**src/rtl/mc_control_unit.sv**
```systemverilog
// rtl/mc_control_unit.sv - multi-cycle CPU control unit: instruction-sequencing FSM plus datapath control decode
module mc_control_unit #(
    parameter logic [5:0] OP_HALT = 6'b111111
) (
    input  logic       clk,
    input  logic       rst,
    input  logic [5:0] opcode,
    input  logic       zero,
    output logic [3:0] state,
    output logic       PCWre,
    output logic       IRWre,
    output logic [1:0] PCSrc,
    output logic       ALUSrcA,
    output logic       ALUSrcB,
    output logic [2:0] ALUOp,
    output logic       ExtSel,
    output logic       RegWre,
    output logic [1:0] RegDst,
    output logic       WrRegDSrc,
    output logic       DBDataSrc,
    output logic       mRD,
    output logic       mWR
);

    localparam logic [5:0] OP_ADD  = 6'b000000;
    localparam logic [5:0] OP_SUB  = 6'b000001;
    localparam logic [5:0] OP_ADDI = 6'b000010;
    localparam logic [5:0] OP_OR   = 6'b010000;
    localparam logic [5:0] OP_AND  = 6'b010001;
    localparam logic [5:0] OP_ORI  = 6'b010010;
    localparam logic [5:0] OP_SLL  = 6'b011000;
    localparam logic [5:0] OP_SLT  = 6'b100110;
    localparam logic [5:0] OP_SW   = 6'b110000;
    localparam logic [5:0] OP_LW   = 6'b110001;
    localparam logic [5:0] OP_BEQ  = 6'b110100;
    localparam logic [5:0] OP_J    = 6'b111000;
    localparam logic [5:0] OP_JR   = 6'b111001;
    localparam logic [5:0] OP_JAL  = 6'b111010;

    typedef enum logic [3:0] {
        S_IF     = 4'd0,
        S_ID     = 4'd1,
        S_EXE_AL = 4'd2,
        S_WB_AL  = 4'd3,
        S_EXE_BR = 4'd4,
        S_EXE_LS = 4'd5,
        S_MEM    = 4'd6,
        S_WB_LD  = 4'd7,
        S_HALT   = 4'd8
    } state_t;

    state_t cur, nxt;

    logic is_add, is_sub, is_addi, is_or, is_and, is_ori, is_sll, is_slt;
    logic is_sw, is_lw, is_beq, is_j, is_jr, is_jal, is_halt;
    logic is_rtype, is_arith, is_undef;

    assign is_add   = (opcode == OP_ADD);
    assign is_sub   = (opcode == OP_SUB);
    assign is_addi  = (opcode == OP_ADDI);
    assign is_or    = (opcode == OP_OR);
    assign is_and   = (opcode == OP_AND);
    assign is_ori   = (opcode == OP_ORI);
    assign is_sll   = (opcode == OP_SLL);
    assign is_slt   = (opcode == OP_SLT);
    assign is_sw    = (opcode == OP_SW);
    assign is_lw    = (opcode == OP_LW);
    assign is_beq   = (opcode == OP_BEQ);
    assign is_j     = (opcode == OP_J);
    assign is_jr    = (opcode == OP_JR);
    assign is_jal   = (opcode == OP_JAL);
    assign is_halt  = (opcode == OP_HALT);
    assign is_rtype = is_add | is_sub | is_or | is_and | is_sll | is_slt;
    assign is_arith = is_rtype | is_addi | is_ori;
    assign is_undef = ~(is_arith | is_sw | is_lw | is_beq | is_j | is_jr | is_jal | is_halt);

    assign state = cur;

    // State register; reset always returns to instruction fetch
    always_ff @(posedge clk) begin
        if (rst) begin
            cur <= S_IF;
        end else begin
            cur <= nxt;
        end
    end

    // Next-state sequencing per instruction class
    always_comb begin
        nxt = cur;
        case (cur)
            S_IF:     nxt = S_ID;
            S_ID: begin
                if (is_halt)              nxt = S_HALT;
                else if (is_beq)          nxt = S_EXE_BR;
                else if (is_lw || is_sw)  nxt = S_EXE_LS;
                else if (is_arith)        nxt = S_EXE_AL;
                else                      nxt = S_IF;
            end
            S_EXE_AL: nxt = S_WB_AL;
            S_WB_AL:  nxt = S_IF;
            S_EXE_BR: nxt = S_IF;
            S_EXE_LS: nxt = S_MEM;
            S_MEM:    nxt = is_lw ? S_WB_LD : S_IF;
            S_WB_LD:  nxt = S_IF;
            S_HALT:   nxt = S_HALT;
            default:  nxt = S_IF;
        endcase
    end

    // Datapath controls: ALU/extend selects from opcode, strobes from state, all strobes gated by reset
    always_comb begin
        PCWre     = 1'b0;
        IRWre     = 1'b0;
        RegWre    = 1'b0;
        RegDst    = 2'b00;
        WrRegDSrc = 1'b0;
        DBDataSrc = 1'b0;
        mRD       = 1'b0;
        mWR       = 1'b0;
        ALUSrcA   = is_sll;
        ALUSrcB   = is_addi | is_ori | is_lw | is_sw;
        ExtSel    = ~is_ori;
        ALUOp     = 3'b000;
        if (is_sub || is_beq)      ALUOp = 3'b001;
        else if (is_sll)           ALUOp = 3'b010;
        else if (is_or || is_ori)  ALUOp = 3'b011;
        else if (is_and)           ALUOp = 3'b100;
        else if (is_slt)           ALUOp = 3'b110;

        PCSrc = 2'b00;
        if (is_j || is_jal)                  PCSrc = 2'b11;
        else if (is_jr)                      PCSrc = 2'b10;
        else if ((cur == S_EXE_BR) && zero)  PCSrc = 2'b01;

        case (cur)
            S_IF: IRWre = 1'b1;
            S_ID: begin
                PCWre = is_j | is_jr | is_jal | is_undef;
                if (is_jal) begin
                    RegWre    = 1'b1;
                    RegDst    = 2'b00;
                    WrRegDSrc = 1'b0;
                end
            end
            S_EXE_BR: PCWre = 1'b1;
            S_MEM: begin
                mRD   = is_lw;
                mWR   = is_sw;
                PCWre = is_sw;
            end
            S_WB_AL: begin
                PCWre     = 1'b1;
                RegWre    = 1'b1;
                WrRegDSrc = 1'b1;
                RegDst    = is_rtype ? 2'b10 : 2'b01;
            end
            S_WB_LD: begin
                PCWre     = 1'b1;
                RegWre    = 1'b1;
                RegDst    = 2'b01;
                WrRegDSrc = 1'b1;
                DBDataSrc = 1'b1;
            end
            default: ;
        endcase

        if (rst) begin
            PCWre  = 1'b0;
            IRWre  = 1'b0;
            RegWre = 1'b0;
            mRD    = 1'b0;
            mWR    = 1'b0;
        end
    end

endmodule

```
**config.mk**
```make
export PLATFORM = sky130hd
export DESIGN_NAME = mc_control_unit
export DESIGN_NICKNAME = d
export VERILOG_FILES = /design/src/rtl/mc_control_unit.sv
export SDC_FILE = /design/constraint.sdc
export NUM_CORES = 1
export LEC_CHECK = 0
export CORE_MARGIN = 2
export CORE_UTILIZATION = 30
export CTS_BUF_LIST = sky130_fd_sc_hd__clkbuf_2 sky130_fd_sc_hd__clkbuf_4 sky130_fd_sc_hd__clkbuf_8
export DETAILED_ROUTE_END_ITERATION = 8
export GPL_TIMING_DRIVEN = 1
export SKIP_LAST_GASP = 1
export SYNTH_ARGS = -nofsm -noshare
export SYNTH_HDL_FRONTEND = slang
export SYNTH_SLANG_ARGS = --single-unit
```
**constraint.sdc**
```tcl
create_clock -name clk -period 1.4 [get_ports clk]
set_input_delay 0.28 -clock clk [delete_from_list [all_inputs] [get_ports clk]]
set_output_delay 0.28 -clock clk [all_outputs]
set_load 0.01 [all_outputs]
```
==> impl_metrics.csv, run 1 <==
group,metric,value,unit
outcome,outcome,"finished, violations left",
outcome,failed_checks,"negative setup slack",
finish,flow.area_growth_from_synthesis,158.4,%
global_route,grt_use_total,26.76,%
floorplanning,io_pins,30,
logic_synthesis,synthArstFlopShare,0,%
logic_synthesis,synth_top_area_cell,"dfxtp_1",
cts,root_buffer,"clkbuf_4",
power_and_ir_drop,p_switching,269.3,uW
routing,vias,1155,
cts,h-tree-depth,1,
floorplanning,dieHeight,49.67,um
finish,final_common_cell,"buf_4",
global_route,grt_pass1_wl,5106,um
logic_synthesis,yosys_register_bits,4,
timing,fin_crit_sh,131.3,%
finish,nNetsFinal,191,
placed_design,dpl.cell_count,182,
global_route,antenna_found_initial,0,
worst_setup_path,worstSetupPathType,"reg2out",
floorplanning,die_x,49.67,um
global_route,overflow,0,
power_and_ir_drop,pwr-share-seq,18.1,%
floorplanning,start_util,31.89,%
timing,tightest_slew,0.2756,ns
routing,viasPerCell,5.580,
logic_synthesis,ys_types,38,
cts,insertion_delay,0.25,ns
power_and_ir_drop,clockPowerShare,22.1,%
worst_setup_path,crit_path_end_kind,"output port",
min_path,hp-class,"in2reg",
placed_design,globalplace.congestion,0.9098,
worst_setup_path,r2r-end,"state[0]",
timing,setup_ws,-0.4376,ns
floorplanning,fp-row-count,16,
logic_synthesis,synthXorXnorAreaFrac,0,%
power_and_ir_drop,combPwrFrac,59.8,%
routing,ant_nets,0,
logic_synthesis,synth_top_family_by_area,"simple AND/OR/NAND/NOR gates",
logic_synthesis,yosys-top-cells-area,"dfxtp_1 (13%), nor2_1 (9.0%), a21oi_1 (7.2%), nand2_1 (6.0%), nor3_1 (5.6%)",
finish,mostFrequentLayoutCells,"buf_4 (35), buf_6 (26), buf_2 (17), nor2_1 (9), nand2_1 (6)",
logic_synthesis,yosys_warnings,0,
logic_synthesis,seq_area_frac_synth,12.80,%
timing,finalCriticalPeriod,1.838,ns
cts,clk_pin_slew,0.04,ns
worst_setup_path,reg2reg_slack,-0.25,ns
timing,slew_violations,0,
run,drv_cap,0,
logic_synthesis,synth-simple-area-share,50.00,%
power_and_ir_drop,p_leak,0.0007581,uW
placed_design,io_buffers,29,
logic_synthesis,syn_nets,108,
cts,cts_inserted_buffers,3,
worst_setup_path,endpoint,"RegWre",
timing,rsz0062_at_grt,"true",
timing,final-hold-violation-count,0,
routing,drc,0,
worst_setup_path,arrival,1.56,ns
worst_setup_path,crit_start,"state[0]",
logic_synthesis,syn-instance-count,99,
cts,clockBufferDepth,2,
power_and_ir_drop,internal-power,445.9,uW
cts,ctsHoldBuffers,0,
cts,cts_tree,"built",
routing,drt_iter0_drc,49,
power_and_ir_drop,power_density,442.4,nW/um^2
routing,wl_per_cell,17.04,um
worst_setup_path,start_kind,"flop",
timing,clock.fmax,544.2,MHz
timing,slew_headroom,81.55,%
timing,finClkSkew,0.004077,ns
worst_setup_path,r2r-start,"state[1]",
power_and_ir_drop,ir_worst_vdd,484.6,uV
worst_setup_path,ff2ff_path_depth,8,
finish,drive_gt1_share,69.44,%
logic_synthesis,syn_area,625.6,um^2
logic_synthesis,yosys_most_used_dff,"dfxtp_1",
logic_synthesis,synth_compound_area_share,30.00,%
finish,antenna_cells,0,
cts,cts_sinks,4,
floorplanning,coreArea,1962,um^2
logic_synthesis,synth-edff-count,0,
worst_setup_path,required,1.12,ns
logic_synthesis,synthDominantCellAreaShare,12.80,%
logic_synthesis,synthAdderAreaFrac,0,%
power_and_ir_drop,power.share.switching,37.66,%
global_route,grt_max_degree,13,
timing,tns,-3.878,ns
routing,wl,3528,um
finish,largest_reg_flops,4,
logic_synthesis,muxShareOfSynthArea,0,%
global_route,grt_pass1_vias,1118,
floorplanning,dieArea,2467,um^2
worst_setup_path,cp_max_fo,4,
placed_design,dpl.hpwl,1788,um
routing,drt_pass1_iterations,4,
logic_synthesis,syn_area_per_cell,6.319,um^2
finish,instances_no_fill,207,
timing,setup_viol,19,
[power by group through the flow]
stage | clock network, uW | registers (uW) | logic, uW
final | 158 | 129 | 428
after CTS | 155 | 128 | 343
after floorplan | 0 | 133 | 137
after global routing | 174 | 130 | 449
after global placement | 0 | 131 | 284
after detailed placement | 0 | 131 | 289
[final cells by class]
type / count / area (um^2)
clock buffers: 3 / 22.52
fillers: 125 / 345.3
inverters: 2 / 10.01
multi-input cells: 85 / 725.7
flip-flops and latches: 4 / 92.59
well taps: 27 / 33.78
repair buffers: 86 / 732.0
[cell families after synthesis]
group,Yosys count
AND/OR/NAND/NOR,56
AO/OA/AOI/OAI,29
buffers and inverters,10
flip-flops,4
[how the worst min path moves through the flow]
stage	startpoint	endpoint	slack, ns	cells after the start
global route	opcode[5]	state[3]	0.62	6
global placement	state[1]	state[3]	0.57	2
detailed placement	state[1]	state[3]	0.58	2
CTS	opcode[5]	state[2]	0.59	5
floorplan	rst	state[0]	0.55	3
finish	opcode[5]	state[3]	0.62	6
[synthesized netlist by cell type (2+ instances only)]
master and instances:
nand3b_1 2, buf_2 6, inv_1 2, nor3b_1 2, a21oi_1 9, o22a_1 2, nor2_1 15, o21ai_0 7
clkbuf_1 2, nand2_1 10, nor3_1 7, nor4b_1 2, nand2b_1 5, dfxtp_1 4
[stage by stage]
step | util [%] | setup WS, ns | instance area, um^2 | hold WS, ns | power, uW
floorplan | - | -0.05338 | 709.4 | 0.5460 | 269.5
global placement | 62.63 | -1.129 | 1229 | 0.5727 | 414.7
detailed placement | 62.63 | -1.201 | 1229 | 0.5781 | 419.5
CTS | 73.85 | -0.3243 | 1449 | 0.5869 | 626.3
global route | 82.40 | -0.4640 | 1617 | 0.6193 | 752.2
finish | 82.40 | -0.4376 | 1617 | 0.6169 | 715.2
[critical path, stage by stage, from the launching register on]
cell	delay, ns
dfxtp_4	0.39
nand2b_4	0.08
nor3_4	0.16
or3b_4	0.41
a21oi_2	0.13
buf_2	0.14
[routing by layer]
metal	vias up	share of wire (%)	GRT usage [%]
li1	529	-	-
met1	552	40	30.61
met2	64	52	48.22
met3	10	5.8	4.848
met4	0	1.8	11.11
met5	-	0	0
[timing repair]
action | CTS | global route
gates resized for setup | 156 | 32
pin swaps | 26 | 21
gates cloned | 0 | 0
setup buffers | 15 | 10
setup endpoints to repair | 24 | 21
Power figures use the tool's default switching activity.
==> run 2: changes to the inputs <==
--- a/config.mk
+++ b/config.mk
@@ -6,10 +6,11 @@
 export NUM_CORES = 1
 export LEC_CHECK = 0
 export CORE_MARGIN = 2
-export CORE_UTILIZATION = 30
+export CORE_UTILIZATION = 37
 export CTS_BUF_LIST = sky130_fd_sc_hd__clkbuf_2 sky130_fd_sc_hd__clkbuf_4 sky130_fd_sc_hd__clkbuf_8
 export DETAILED_ROUTE_END_ITERATION = 8
 export GPL_TIMING_DRIVEN = 1
+export PLACE_DENSITY = 0.77
 export SKIP_LAST_GASP = 1
 export SYNTH_ARGS = -nofsm -noshare
 export SYNTH_HDL_FRONTEND = slang
==> impl_metrics.csv, run 2 <==
group,metric,value,unit
cts,root_buffer,"clkbuf_4",
placed_design,dpl.cell_count,175,
logic_synthesis,syn_nets,108,
logic_synthesis,ys_types,38,
floorplanning,dieHeight,45.12,um
cts,cts_sinks,4,
logic_synthesis,yosysMostFrequentCell,"nor2_1",
logic_synthesis,yosys_warnings,0,
cts,clockBufferDepth,2,
logic_synthesis,synthDominantCellAreaShare,12.80,%
outcome,outcome,"aborted with a tool error",
logic_synthesis,syn_area_per_cell,6.319,um^2
logic_synthesis,seq_area_frac_synth,12.80,%
placed_design,dpl.hpwl,2074,um
placed_design,place_ws,-1.197,ns
floorplanning,io_pins,30,
logic_synthesis,synth-edff-count,0,
floorplanning,die_x,45.12,um
floorplanning,start_util,40.58,%
logic_synthesis,yosys-top-cells-area,"dfxtp_1 (13%), nor2_1 (9.0%), a21oi_1 (7.2%), nand2_1 (6.0%), nor3_1 (5.6%)",
cts,h-tree-depth,1,
logic_synthesis,syn-instance-count,99,
global_route,grt_max_degree,13,
outcome,error_line,"[ERROR DPL-0038] Utilization greater than 100%, impossible to legalize",
logic_synthesis,synthArstFlopShare,0,%
floorplanning,fp-row-count,14,
cts,ctsHoldBuffers,0,
placed_design,io_buffers,29,
logic_synthesis,yosys_most_used_dff,"dfxtp_1",
logic_synthesis,synth_top_area_cell,"dfxtp_1",
logic_synthesis,yosys_register_bits,4,
timing,worstEndpointGrtRepair,"PCWre",
timing,endpoint_type,"top-level output",
placed_design,globalplace.congestion,0.8680,
logic_synthesis,synth_common_cells,"nor2_1 (15), nand2_1 (10), a21oi_1 (9)",
logic_synthesis,syn_area,625.6,um^2
outcome,stop_stage,"global routing",
cts,cts_inserted_buffers,3,
-- run 2: cell counts after synthesis --
Identical to the previous run, type by type.
-- run 2: what timing repair did --
item                       in CTS
gates resized for setup       146
pin swaps                      22
setup endpoints to repair      25
buffers inserted               12
gates cloned                    0
-- run 2: kinds of logic after synthesis --
logic type / synth area share, %
DFF: 12.80
AOI/OAI and AO/OA: 30.00
buffers and inverters: 7.201
and+or+nand+nor: 50.00
-- run 2: stage by stage --
stage,setup TNS [ns],area (um^2)
CTS,-2.588,1420
detailed placement,-17.71,1245
global placement,-16.72,1245
floorplan,-0.1423,709.4
==> run 3: changes to the inputs <==
==> config.mk (replaced) <==
export PLATFORM = sky130hd
export DESIGN_NAME = mc_control_unit
export DESIGN_NICKNAME = d
export VERILOG_FILES = /design/src/rtl/mc_control_unit.sv
export SDC_FILE = /design/constraint.sdc
export NUM_CORES = 1
export LEC_CHECK = 0
export CORE_AREA = 2 2 63 65
export DETAILED_ROUTE_END_ITERATION = 8
export DIE_AREA = 0 0 65 67
export GPL_TIMING_DRIVEN = 1
export PLACE_DENSITY_LB_ADDON = 0.15
export SKIP_LAST_GASP = 1
export SYNTH_ARGS = -nofsm -noshare
export SYNTH_HDL_FRONTEND = slang
export SYNTH_SLANG_ARGS = --single-unit
==> constraint.sdc (replaced) <==
create_clock -name clk -period 1.8 [get_ports clk]
set_input_delay 0.36 -clock clk [delete_from_list [all_inputs] [get_ports clk]]
set_output_delay 0.36 -clock clk [all_outputs]
set_load 0.01 [all_outputs]
==> impl_metrics.csv, run 3 (synthesized netlist as in run 1, its figures left out) <==
group,metric,value,unit
outcome,outcome,"finished, violations left",
outcome,failed_checks,"negative setup slack",
placed_design,dpl.cell_count,201,
timing,tightest_slew,0.5123,ns
power_and_ir_drop,power_density,392.9,nW/um^2
worst_setup_path,r2r-end,"state[3]",
finish,final_common_cell,"buf_4",
timing,fin_crit_sh,103.8,%
floorplanning,coreArea,3606,um^2
floorplanning,die_x,65,um
finish,final_core_utilization,38.86,%
timing,finalCriticalPeriod,1.868,ns
placed_design,place_area,1186,um^2
global_route,overflow,0,
cts,cts_tree,"built",
worst_setup_path,worstSetupPathType,"reg2out",
run,drv_cap,0,
routing,drc,0,
floorplanning,dieArea,4355,um^2
min_path,hp-class,"reg2reg",
worst_setup_path,ff2ff_path_depth,7,
min_path,worstHoldPathCells,2,
finish,drive_gt1_share,53.70,%
worst_setup_path,start_kind,"flop",
timing,slew_violations,0,
floorplanning,fp-row-count,22,
routing,drt_pass1_iterations,4,
routing,wl,2546,um
power_and_ir_drop,ir_worst_vdd,237.4,uV
floorplanning,io_pins,30,
power_and_ir_drop,power.total,550.6,uW
finish,nNetsFinal,173,
timing,finClkSkew,0.006526,ns
routing,ant_nets,0,
global_route,grt_pass1_vias,874,
timing,setup_viol,1,
worst_setup_path,arrival,1.51,ns
placed_design,dpl.hpwl,1865,um
routing,drt_iter0_drc,18,
finish,flow.area_growth_from_synthesis,124.0,%
timing,rsz0062_at_grt,"true",
worst_setup_path,r2r-start,"state[0]",
timing,clock.fmax,535.3,MHz
global_route,antenna_found_initial,0,
cts,cts_sinks,4,
finish,antenna_cells,0,
cts,clk_pin_slew,0.03,ns
placed_design,io_buffers,29,
routing,viasPerCell,4.562,
min_path,hold_end,"state[3]",
cts,h-tree-depth,1,
cts,clockBufferDepth,2,
floorplanning,dieHeight,67,um
finish,mostFrequentLayoutCells,"buf_4 (33), nor2_1 (12), buf_6 (10), a21oi_1 (9)",
cts,cts_inserted_buffers,3,
timing,hold_ws,0.6073,ns
timing,final-hold-violation-count,0,
worst_setup_path,crit_path_end_kind,"output port",
routing,wl_per_cell,12.12,um
floorplanning,start_util,17.35,%
finish,largest_reg_flops,4,
global_route,grt_max_degree,12,
timing,slew_headroom,65.49,%
cts,root_buffer,"clkbuf_8",
min_path,hp-start,"state[1]",
cts,insertion_delay,0.22,ns
worst_setup_path,reg2reg_slack,0.21,ns
worst_setup_path,cp_max_fo,2,
placed_design,globalplace.congestion,0.7629,
routing,vias,958,
global_route,grt_use_total,11.56,%
finish,instances_no_fill,210,
global_route,grt_pass1_wl,3933,um
worst_setup_path,required,1.44,ns
finish,final_cell_area,1401,um^2
timing,setup_ws,-0.06827,ns
power_and_ir_drop,p_leak,0.0006306,uW
## run 3: worst max-delay path: stages, from the launching register on
cell and delay [ns]:
dfxtp_2 0.31, nand2b_4 0.14, nor3_4 0.19, or3b_1 0.37, a21oi_1 0.13, buf_2 0.14
## run 3: timing repair
| action | in CTS | in global routing |
|---|---|---|
| pin swaps | 8 | 11 |
| resized for setup | 96 | 28 |
| setup buffers | 5 | 1 |
| setup endpoints to repair | 18 | 16 |
| hold buffers | 0 | 0 |
| endpoints found under the hold margin | 0 | 0 |
## run 3: how the worst max path moves through the flow
| stage | start | endpoint | slack (ns) |
|---|---|---|---|
| 6_report | state[1] | RegWre | -0.07 |
| 3_5_place_dp | opcode[4] | RegWre | -0.97 |
| 5_1_grt | state[1] | RegWre | -0.13 |
| 2_1_floorplan | opcode[2] | RegWre | 0.10 |
| 3_3_place_gp | opcode[2] | PCWre | -0.92 |
| 4_1_cts | state[1] | RegWre | -0.11 |
## run 3: stage by stage
| step | setup slack (ns) | setup TNS [ns] |
|---|---|---|
| floorplan | 0.1019 | 0 |
| global placement | -0.9241 | -12.15 |
| detailed placement | -0.9681 | -12.41 |
| CTS | -0.1077 | -0.2152 |
| global route | -0.1299 | -0.4298 |
| finish | -0.06827 | -0.06827 |
## run 3: cell type report
| class | instances | area [um^2] |
|---|---|---|
| fill | 374 | 2205 |
| multi-input combinational | 85 | 639.4 |
| timing repair buffer | 68 | 570.5 |
| sequential | 4 | 82.58 |
| tap | 48 | 60.06 |
| clock buffer | 3 | 41.29 |
| inverter | 2 | 7.507 |
## run 3: where the power goes
part	internal [uW]	switching (uW)
sequential	94.4	4.58
clock	143	48.5
combinational	141	119
## run 3: routing by layer
metal / GRT usage (%) / vias up / share of wire (%)
met5: 0 / - / 0
met4: 2.394 / 0 / 0.82
met3: 2.196 / 3 / 4.0
met2: 20.49 / 23 / 49
met1: 14.46 / 437 / 46
li1: - / 495 / -
==> run 4: changes to the inputs <==
==> constraint.sdc (replaced) <==
create_clock -name clk -period 1.7 [get_ports clk]
set_input_delay 0.34 -clock clk [delete_from_list [all_inputs] [get_ports clk]]
set_output_delay 0.34 -clock clk [all_outputs]
set_load 0.005 [all_outputs]
==> impl_metrics.csv, run 4 (synthesized netlist as in run 1, its figures left out) <==
group,metric,value,unit
power_and_ir_drop,power_density,399.2,nW/um^2
floorplanning,dieArea,4355,um^2
timing,slew_violations,0,
finish,flow.area_growth_from_synthesis,161.8,%
worst_setup_path,start_kind,"flop",
routing,viasPerCell,4.630,
cts,cts_inserted_buffers,3,
power_and_ir_drop,p_leak,0.0007617,uW
timing,fin_crit_sh,106.4,%
timing,final-hold-violation-count,0,
outcome,failed_checks,"negative setup slack",
worst_setup_path,cp_max_fo,2,
global_route,grt_max_degree,11,
routing,met2RoutedLength,1596,um
power_and_ir_drop,ir_worst_vdd,255.9,uV
finish,antenna_cells,0,
finish,final_core_utilization,45.42,%
finish,final_cell_area,1638,um^2
routing,wl_per_cell,13.35,um
timing,clock.fmax,553.1,MHz
timing,finalCriticalPeriod,1.808,ns
placed_design,place_area,1194,um^2
cts,cts_sinks,4,
floorplanning,coreArea,3606,um^2
timing,tightest_slew,0.4007,ns
cts,root_buffer,"clkbuf_8",
placed_design,dpl.hpwl,1836,um
finish,largest_reg_flops,4,
routing,top_layer_used,"met4",
timing,setup_viol,8,
global_route,grt_pass1_wl,4698,um
floorplanning,start_util,17.35,%
worst_setup_path,slowest_stage,"or3b_4",
worst_setup_path,worstSetupPathType,"reg2out",
placed_design,io_buffers,29,
cts,clk_pin_slew,0.03,ns
routing,wl,3071,um
placed_design,globalplace.congestion,0.7620,
finish,nNetsFinal,193,
routing,drt_iter0_drc,59,
placed_design,place_ws,-0.9872,ns
routing,m1WireLength,1278,um
cts,cts_tree,"built",
finish,fill_cells,350,
routing,ant_nets,0,
timing,setup_ws,-0.1080,ns
power_and_ir_drop,power.total,653.9,uW
run,drv_cap,0,
worst_setup_path,required,1.36,ns
worst_setup_path,crit_path_cell_trace,"nand2b_4 > nor3_4 > or3b_4 > a21oi_2 > clkbuf_2",
global_route,grt_pass1_vias,1044,
routing,wl_met3,140,um
outcome,outcome,"finished, violations left",
routing,drc,0,
worst_setup_path,critPathMaxStageDelay,0.41,ns
cts,ctsHoldBuffers,0,
finish,mostFrequentLayoutCells,"buf_4 (44), buf_6 (17), nor2_1 (13), buf_2 (10), nand2_1 (6)",
timing,finClkSkew,0.007031,ns
worst_setup_path,arrival,1.47,ns
cts,clockBufferDepth,2,
global_route,antenna_found_initial,0,
min_path,worstHoldPathCells,2,
routing,drt_pass1_iterations,4,
global_route,grt_use_total,13.84,%
worst_setup_path,ff2ff_path_depth,12,
routing,vias,1065,
timing,slew_headroom,73.11,%
floorplanning,fp-row-count,22,
floorplanning,die_x,65,um
finish,drive_gt1_share,66.48,%
finish,final_common_cell,"buf_4",
timing,hold_ws,0.6193,ns
timing,rsz0062_at_grt,"true",
cts,h-tree-depth,1,
floorplanning,io_pins,30,
min_path,hp-class,"reg2reg",
floorplanning,dieHeight,67,um
worst_setup_path,crit_path_end_kind,"output port",
cts,insertion_delay,0.22,ns
global_route,overflow,0,
[run 4: routing by layer]
metal / vias to the layer above / GRT usage (%)
met2: 36 / 24.87
li1: 533 / -
met1: 490 / 16.18
met3: 6 / 3.885
met5: - / 0
met4: 0 / 3.191
[run 4: layout make-up]
| type | instances | area [um^2] | share of cell area, % |
|---|---|---|---|
| Clock buffer | 3 | 41.29 | 2.521 |
| Multi-Input combinational cell | 85 | 690.7 | 42.17 |
| Sequential cell | 4 | 87.58 | 5.348 |
| Tap cell | 48 | 60.06 | 3.667 |
| Inverter | 2 | 10.01 | 0.6112 |
| Timing Repair Buffer | 88 | 748.2 | 45.68 |
[run 4: final timing paths]
kind,from,to,slack [ns]
max,state[1],RegWre,-0.11
min,state[2],state[3],0.62
max reg2reg,state[0],state[2],0.05
min reg2reg,state[2],state[3],0.62
[run 4: power breakdown]
| part | internal [uW] | switching [uW] | total (uW) | leakage (uW) |
|---|---|---|---|---|
| Sequential | 100 | 4.79 | 105 | 0.0000346 |
| Clock | 151 | 48.2 | 199 | 0.0000216 |
| Combinational | 201 | 149 | 350 | 0.000705 |
[run 4: per-stage QoR]
stage / instances / TNS (ns)
final: 230 / -0.3903
after CTS: 224 / -0.6351
after global placement: 202 / -12.90
after floorplan: 99 / 0
after detailed placement: 202 / -12.95
after global routing: 230 / -0.8193
[run 4: critical path: cells and delay by family (launching register included)]
kind | cells | cell delay [ns]
DFF | 1 | 0.31
AOI/OAI and AO/OA | 1 | 0.13
and+or+nand+nor | 3 | 0.70
buffers and inverters | 1 | 0.12
[run 4: repair_timing]
action                                  in CTS  in global routing
endpoints found under the setup margin      20                 20
pin swaps                                   19                 22
gates resized for setup                    125                 37
setup buffers                               19                  7
hold endpoints to repair                     0                  0
